## src/rtl/des_sbox_feeder.sv

```systemverilog
// DES f-function front end: latches R and the round subkey, drives E(R) xor K to the
// eight S-boxes and gathers their 4-bit results. Optional WAIT timeout: DES_FEEDER_TIMEOUT_EN.
module des_sbox_feeder #(
  parameter int unsigned WAIT_LIMIT = 8
) (
  input  logic        clk,
  input  logic        rst_n,
  input  logic        Feeder_Start,
  input  logic [32:1] Feeder_R_Input,
  input  logic [48:1] Feeder_Subkey,
  output logic        Feeder_Busy,
  output logic        Feeder_Done,
  output logic        Feeder_Error,
  output logic [32:1] Feeder_Result,
  output logic [48:1] S_Box_Input_Bus,
  output logic        S_Box_Select,
  input  logic [8:1]  S_Box_Finish_Flags,
  input  logic [32:1] S_Box_Output_Bus
);

  typedef enum logic [1:0] {
    ST_IDLE  = 2'd0,
    ST_ISSUE = 2'd1,
    ST_WAIT  = 2'd2,
    ST_DONE  = 2'd3
  } state_t;

  if (WAIT_LIMIT < 1 || WAIT_LIMIT > 255) begin : g_bad_wait_limit
    $error("des_sbox_feeder: WAIT_LIMIT must be in 1..255");
  end

  // Vector index 33-n (R) / 49-n (K, bus) holds DES bit n; the E table repeats the
  // edge bits of each 4-bit nibble, wrapping bit 32 to the front and bit 1 to the end.
  function automatic logic [48:1] expand(input logic [32:1] r);
    logic [48:1] e;
    int          src;
    e = '0;
    for (int j = 1; j <= 48; j++) begin
      src = (((j - 1) / 6) * 4 + (j - 1) % 6 + 31) % 32 + 1;
      e[49 - j] = r[33 - src];
    end
    return e;
  endfunction

  state_t      r_state;
  logic        r_busy;
  logic        r_done;
  logic        r_select;
  logic [32:1] r_result;
  logic [48:1] r_bus;
  logic [48:1] w_bus_next;
  logic        w_all_finished;

  assign w_bus_next     = expand(Feeder_R_Input) ^ Feeder_Subkey;
  assign w_all_finished = (S_Box_Finish_Flags == 8'hFF);

`ifdef DES_FEEDER_TIMEOUT_EN
  localparam logic [7:0] LIMIT = 8'(WAIT_LIMIT);

  logic       r_error;
  logic [7:0] r_wait_cnt;
  logic       w_timed_out;

  assign w_timed_out = (r_wait_cnt == LIMIT);
`endif

  // NOTE: state is updated only with non-blocking assignments so every register
  // samples the pre-edge values regardless of statement order.
  always_ff @(posedge clk or negedge rst_n) begin
    if (!rst_n) begin
      r_state    <= ST_IDLE;
      r_busy     <= 1'b0;
      r_done     <= 1'b0;
      r_select   <= 1'b0;
      r_result   <= '0;
      r_bus      <= '0;
`ifdef DES_FEEDER_TIMEOUT_EN
      r_error    <= 1'b0;
      r_wait_cnt <= '0;
`endif
    end else begin
      r_done <= 1'b0;
      case (r_state)
        ST_IDLE: begin
          if (Feeder_Start) begin
            r_bus    <= w_bus_next;
            r_busy   <= 1'b1;
            r_select <= 1'b1;
            r_state  <= ST_ISSUE;
`ifdef DES_FEEDER_TIMEOUT_EN
            r_error    <= 1'b0;
            r_wait_cnt <= '0;
`endif
          end
        end

        ST_ISSUE: begin
          r_state <= ST_WAIT;
        end

        ST_WAIT: begin
          if (w_all_finished) begin
            r_result <= S_Box_Output_Bus;
            r_select <= 1'b0;
            r_done   <= 1'b1;
            r_state  <= ST_DONE;
          end
`ifdef DES_FEEDER_TIMEOUT_EN
          else if (w_timed_out) begin
            r_result <= '0;
            r_error  <= 1'b1;
            r_select <= 1'b0;
            r_done   <= 1'b1;
            r_state  <= ST_DONE;
          end else if (r_wait_cnt != 8'hFF) begin
            r_wait_cnt <= r_wait_cnt + 8'd1;
          end
`endif
        end

        ST_DONE: begin
          r_busy  <= 1'b0;
          r_state <= ST_IDLE;
        end

        default: begin
          r_busy   <= 1'b0;
          r_select <= 1'b0;
          r_state  <= ST_IDLE;
        end
      endcase
    end
  end

  assign Feeder_Busy     = r_busy;
  assign Feeder_Done     = r_done;
  assign Feeder_Result   = r_result;
  assign S_Box_Input_Bus = r_bus;
  assign S_Box_Select    = r_select;

`ifdef DES_FEEDER_TIMEOUT_EN
  assign Feeder_Error = r_error;
`else
  assign Feeder_Error = 1'b0;
`endif

endmodule
```

## config.mk

```make
export PLATFORM = sky130hd
export DESIGN_NAME = des_sbox_feeder
export DESIGN_NICKNAME = d
export VERILOG_FILES = /design/src/rtl/des_sbox_feeder.sv
export SDC_FILE = /design/constraint.sdc
export NUM_CORES = 1
export LEC_CHECK = 0
export BUFFER_PORTS_ARGS = -buffer_cell sky130_fd_sc_hd__clkbuf_2
export CORE_ASPECT_RATIO = 2
export CORE_MARGIN = 1
export CORE_UTILIZATION = 45
export DETAILED_ROUTE_END_ITERATION = 6
export GPL_ROUTABILITY_DRIVEN = 0
export PLACE_DENSITY = 0.85
export SLEW_MARGIN = 20
export SYNTH_ARGS = -nofsm -noshare
export SYNTH_HDL_FRONTEND = slang
export SYNTH_SLANG_ARGS = --single-unit
```

## constraint.sdc

```tcl
create_clock -name clk -period 1.99 [get_ports clk]
set_clock_uncertainty 0.05 [all_clocks]
set_input_delay 0.4975 -clock clk [delete_from_list [all_inputs] [get_ports clk]]
set_output_delay 0.4975 -clock clk [all_outputs]
set_load 0.005 [all_outputs]
```

==> key figures <==
Worst setup path
  • Crit path cell chain: inv_1 > ha_1 > and3_4 > buf_12 > mux2_4
  • Critical setup path kind: reg -> reg
  • Startpoint type of the worst setup path: register
  • Worst Setup End Kind: register
  • FF-to-FF setup slack: 0.13 ns
  • Largest stage delay, worst path: 0.40 ns
  • Data required time at the worst endpoint: 2.15 ns
  • Worst-path fanout max: 16
  • Arrival time at the worst endpoint: 2.02 ns
  • Critical Path Slowest Stage Cell: sky130_fd_sc_hd__dfrtp_1

Timing
  • Count of final setup violators: 0
  • Highest clock frequency the design can meet: 538 MHz
  • Unrepaired setup endpoints after global routing: no
  • Clock period minus final worst setup slack: 1.86 ns
  • Max-slew violation total from the final report: 0
  • Final Hold Viols: 0
  • Sum Neg Setup Slack: 0 ns
  • Period utilization: between 90% and 100%

Layout
  • FILL cells: 634
  • Layout Nets: 637
  • Final antenna diode count: 0
  • Area growth from synthesis to final layout: 37.7%
  • Register cell area after layout: 2130 µm²
  • Area used by multi-input combinational logic: 1500 µm²
  • Ratio of cells with drive above 1 in the final layout: slightly above 50%
  • Filler-free cell count of the finished design: 611

Floorplan
  • Vertical extent of the die: 132 µm
  • Total number of placement rows: 46
  • Die Outline Area: ~8800 µm²
  • Initial cell density of the core: 47.2%
  • Placeable core region: 8000 µm²
  • Horizontal die dimension: 66.8 µm
  • Ports placed on the boundary: approximately 210

Global route
  • Global-route congestion overflow total: 0
  • Wire length of the first global-routing pass: 14.0 mm
  • All-layer global routing usage: 21.8%
  • Number of antenna violations at the first check in global routing: 0
  • Number of global-route vias before repair: about 3000
  • Maximum number of pins on one net before global-route repair: 97

Logic synthesis
  • Flop and latch count out of synthesis: 85
  • Number of warnings issued by yosys: 0
  • Distinct cells, synth: 25
  • Post-synth design cell area: 3770 µm²
  • Cell count after synthesis: 303
  • Proportion of synthesized chip area in sequential cells: between 50% and 60%
  • Total nets after synthesis: 430
  • Avg Synthesized Cell Area: 12.5 µm²

Route
  • Routed via count divided by cell count: just under 5
  • DRC violation count after routing: 0
  • Via count: around 3000
  • Total length of routed wires: 8.92 mm
  • DRT iter0 DRCs: 74
  • Mean routed wirelength per cell: 14.6 µm
  • Antenna violation net count after detailed routing: 0
  • Drt pass-1 iters: 4

Flow run
  • Max cap viols: 0

Pwr
  • Static Leakage: 2.66 nW
  • Peak supply drop: 0.721 mV
  • Power density of the placed cells: 1200 nW/µm²

CTS
  • Clock insertion delay at the later pin of the skew report: 0.33 ns
  • Maximum level of the CTS H-tree: 3
  • Number of clock buffers inserted by TritonCTS: 9
  • CTS Hold Bufs: 0
  • Root buffer cell: sky130_fd_sc_hd__clkbuf_16
  • Maximum root-to-sink buffer count: 2
  • Number of sinks handled by clock tree synthesis: 85
  • TritonCTS clock tree: built
  • Clock transition at path regs: 0.06 ns
  • Post-cts repair resize count: 0
  • Post-CTS repair timing setup buffer count: 0

Place
  • DP Cell Count: 595
  • Number of I/O port buffers: 205
  • DP HPWL: 7.11 mm

Worst hold path
  • Type of the most critical hold path: in -> async

Status
  • Outcome: completed
## metrics by stage
stage / area [µm²] / power [W] / setup slack [ns] / hold WS, ns / util (%)
final: 5200 / 0.00625 / 0.131 / 0.00170 / 65.0
after global routing: 5200 / 0.00668 / 0.0444 / 0.0160 / 65.0
after CTS: 5200 / 0.00632 / 0.132 / 0.00420 / 65.0
after detailed placement: 4880 / 0.00461 / 0.152 / 0.363 / 61.1
after global placement: 4880 / 0.00447 / 0.202 / 0.353 / 61.1
after floorplan: 3770 / 0.00360 / 0.352 / 0.152 / -
## cell usage after synthesis
master                      instances  area, µm²
sky130_fd_sc_hd__a21oi_1           48        240
sky130_fd_sc_hd__nand2_1            1       3.75
sky130_fd_sc_hd__o2bb2ai_1          2       17.5
sky130_fd_sc_hd__conb_1             1       3.75
sky130_fd_sc_hd__and4_1             1       8.76
sky130_fd_sc_hd__nand2b_1           2       12.5
sky130_fd_sc_hd__a311oi_1           1       8.76
sky130_fd_sc_hd__xnor2_1           48        420
sky130_fd_sc_hd__inv_1              4       15.0
sky130_fd_sc_hd__nor2_1            49        184
sky130_fd_sc_hd__and4_4             2       22.5
sky130_fd_sc_hd__clkbuf_1           4       15.0
sky130_fd_sc_hd__and3_4             1       11.3
sky130_fd_sc_hd__mux2_4            28        420
sky130_fd_sc_hd__a311o_1            1       10.0
sky130_fd_sc_hd__mux2i_1            3       30.0
sky130_fd_sc_hd__buf_6              1       11.3
sky130_fd_sc_hd__ha_1               4       50.1
sky130_fd_sc_hd__and2_1             1       6.26
sky130_fd_sc_hd__mux2_2             4       45.0
sky130_fd_sc_hd__dfrtp_1           85       2130
sky130_fd_sc_hd__buf_12             3       60.1
sky130_fd_sc_hd__nor3b_1            1       7.51
sky130_fd_sc_hd__buf_4              1       7.51
sky130_fd_sc_hd__buf_2              7       35.0
## final timing paths
path,depth (start not counted),start,endpoint
setup / recovery,5,r_state[0],Feeder_Result[24]
hold / removal,1,rst_n,Feeder_Result[3]
min in group clk,2,S_Box_Output_Bus[4],Feeder_Result[4]
max in group asynchronous,2,rst_n,Feeder_Result[28]
setup reg to reg,5,r_state[0],Feeder_Result[24]
hold reg to reg,1,Feeder_Result[12],Feeder_Result[12]
## cells in the final DEF, fill, tap and decap left out, drive strengths merged
| master | n |
|---|---|
| mux2i | 3 |
| dfrtp | 85 |
| clkinvlp | 1 |
| clkbuf | 217 |
| a311oi | 1 |
| and4 | 3 |
| a21oi | 48 |
| mux2 | 32 |
| nand2 | 1 |
| and3 | 1 |
| clkinv | 1 |
| conb | 1 |
| and2 | 1 |
| a311o | 1 |
| inv | 4 |
| xnor2 | 48 |
| nand2b | 2 |
| nor2 | 49 |
| o2bb2ai | 2 |
| nor3b | 1 |
| bufinv | 1 |
| ha | 4 |
| buf | 8 |
## per-layer routing
layer	share of wire, %	vias to the layer above	track usage [%]
met5	0	-	0
met4	4.2	0	13.1
met3	4.8	31	4.25
met2	56	129	38.5
met1	35	1384	22.3
li1	-	1422	-
## flip-flops by register name (all words and copies together), names as in the netlist
| register | cells |
|---|---|
| Feeder_Busy | 1 |
| Feeder_Done | 1 |
| Feeder_Result | 32 |
| S_Box_Input_Bus | 48 |
| S_Box_Select | 1 |
| r_state | 2 |
## cells by family after synthesis
kind of cell	after synthesis	synth area share (%)
multiplexers	35	13.1
buffers and inverters	20	3.81
XOR/XNOR	48	11.1
flip-flops	85	56.4
AND/OR/NAND/NOR	58	6.80
AO/OA/AOI/OAI	52	7.33
adder cells (fa/ha/maj)	4	1.33
other	1	0.0994
## cell type report
type | count | area share, %
flip-flops and latches | 85 | 40.9
multi-input cells | 198 | 28.9
repair buffers | 212 | 21.5
clock buffers | 13 | 5.20
well taps | 96 | 2.31
clock inverters | 3 | 0.818
inverters | 4 | 0.289
## worst max-delay path: cells and delay by family (launching register included)
kind	cells	cell delay, ns
DFF	1	0.40
buffers and inverters	2	0.34
and+or+nand+nor	1	0.34
muxes	1	0.32
adders and majority gates	1	0.27
## report_power, final
| group | switching, W | internal, W | leakage, nW |
|---|---|---|---|
| registers | 0.000313 | 0.00230 | 1.03 |
| clock network | 0.000623 | 0.00107 | 0.152 |
| logic | 0.000996 | 0.000947 | 1.48 |
No activity file was read; power rests on OpenSTA's default activity.
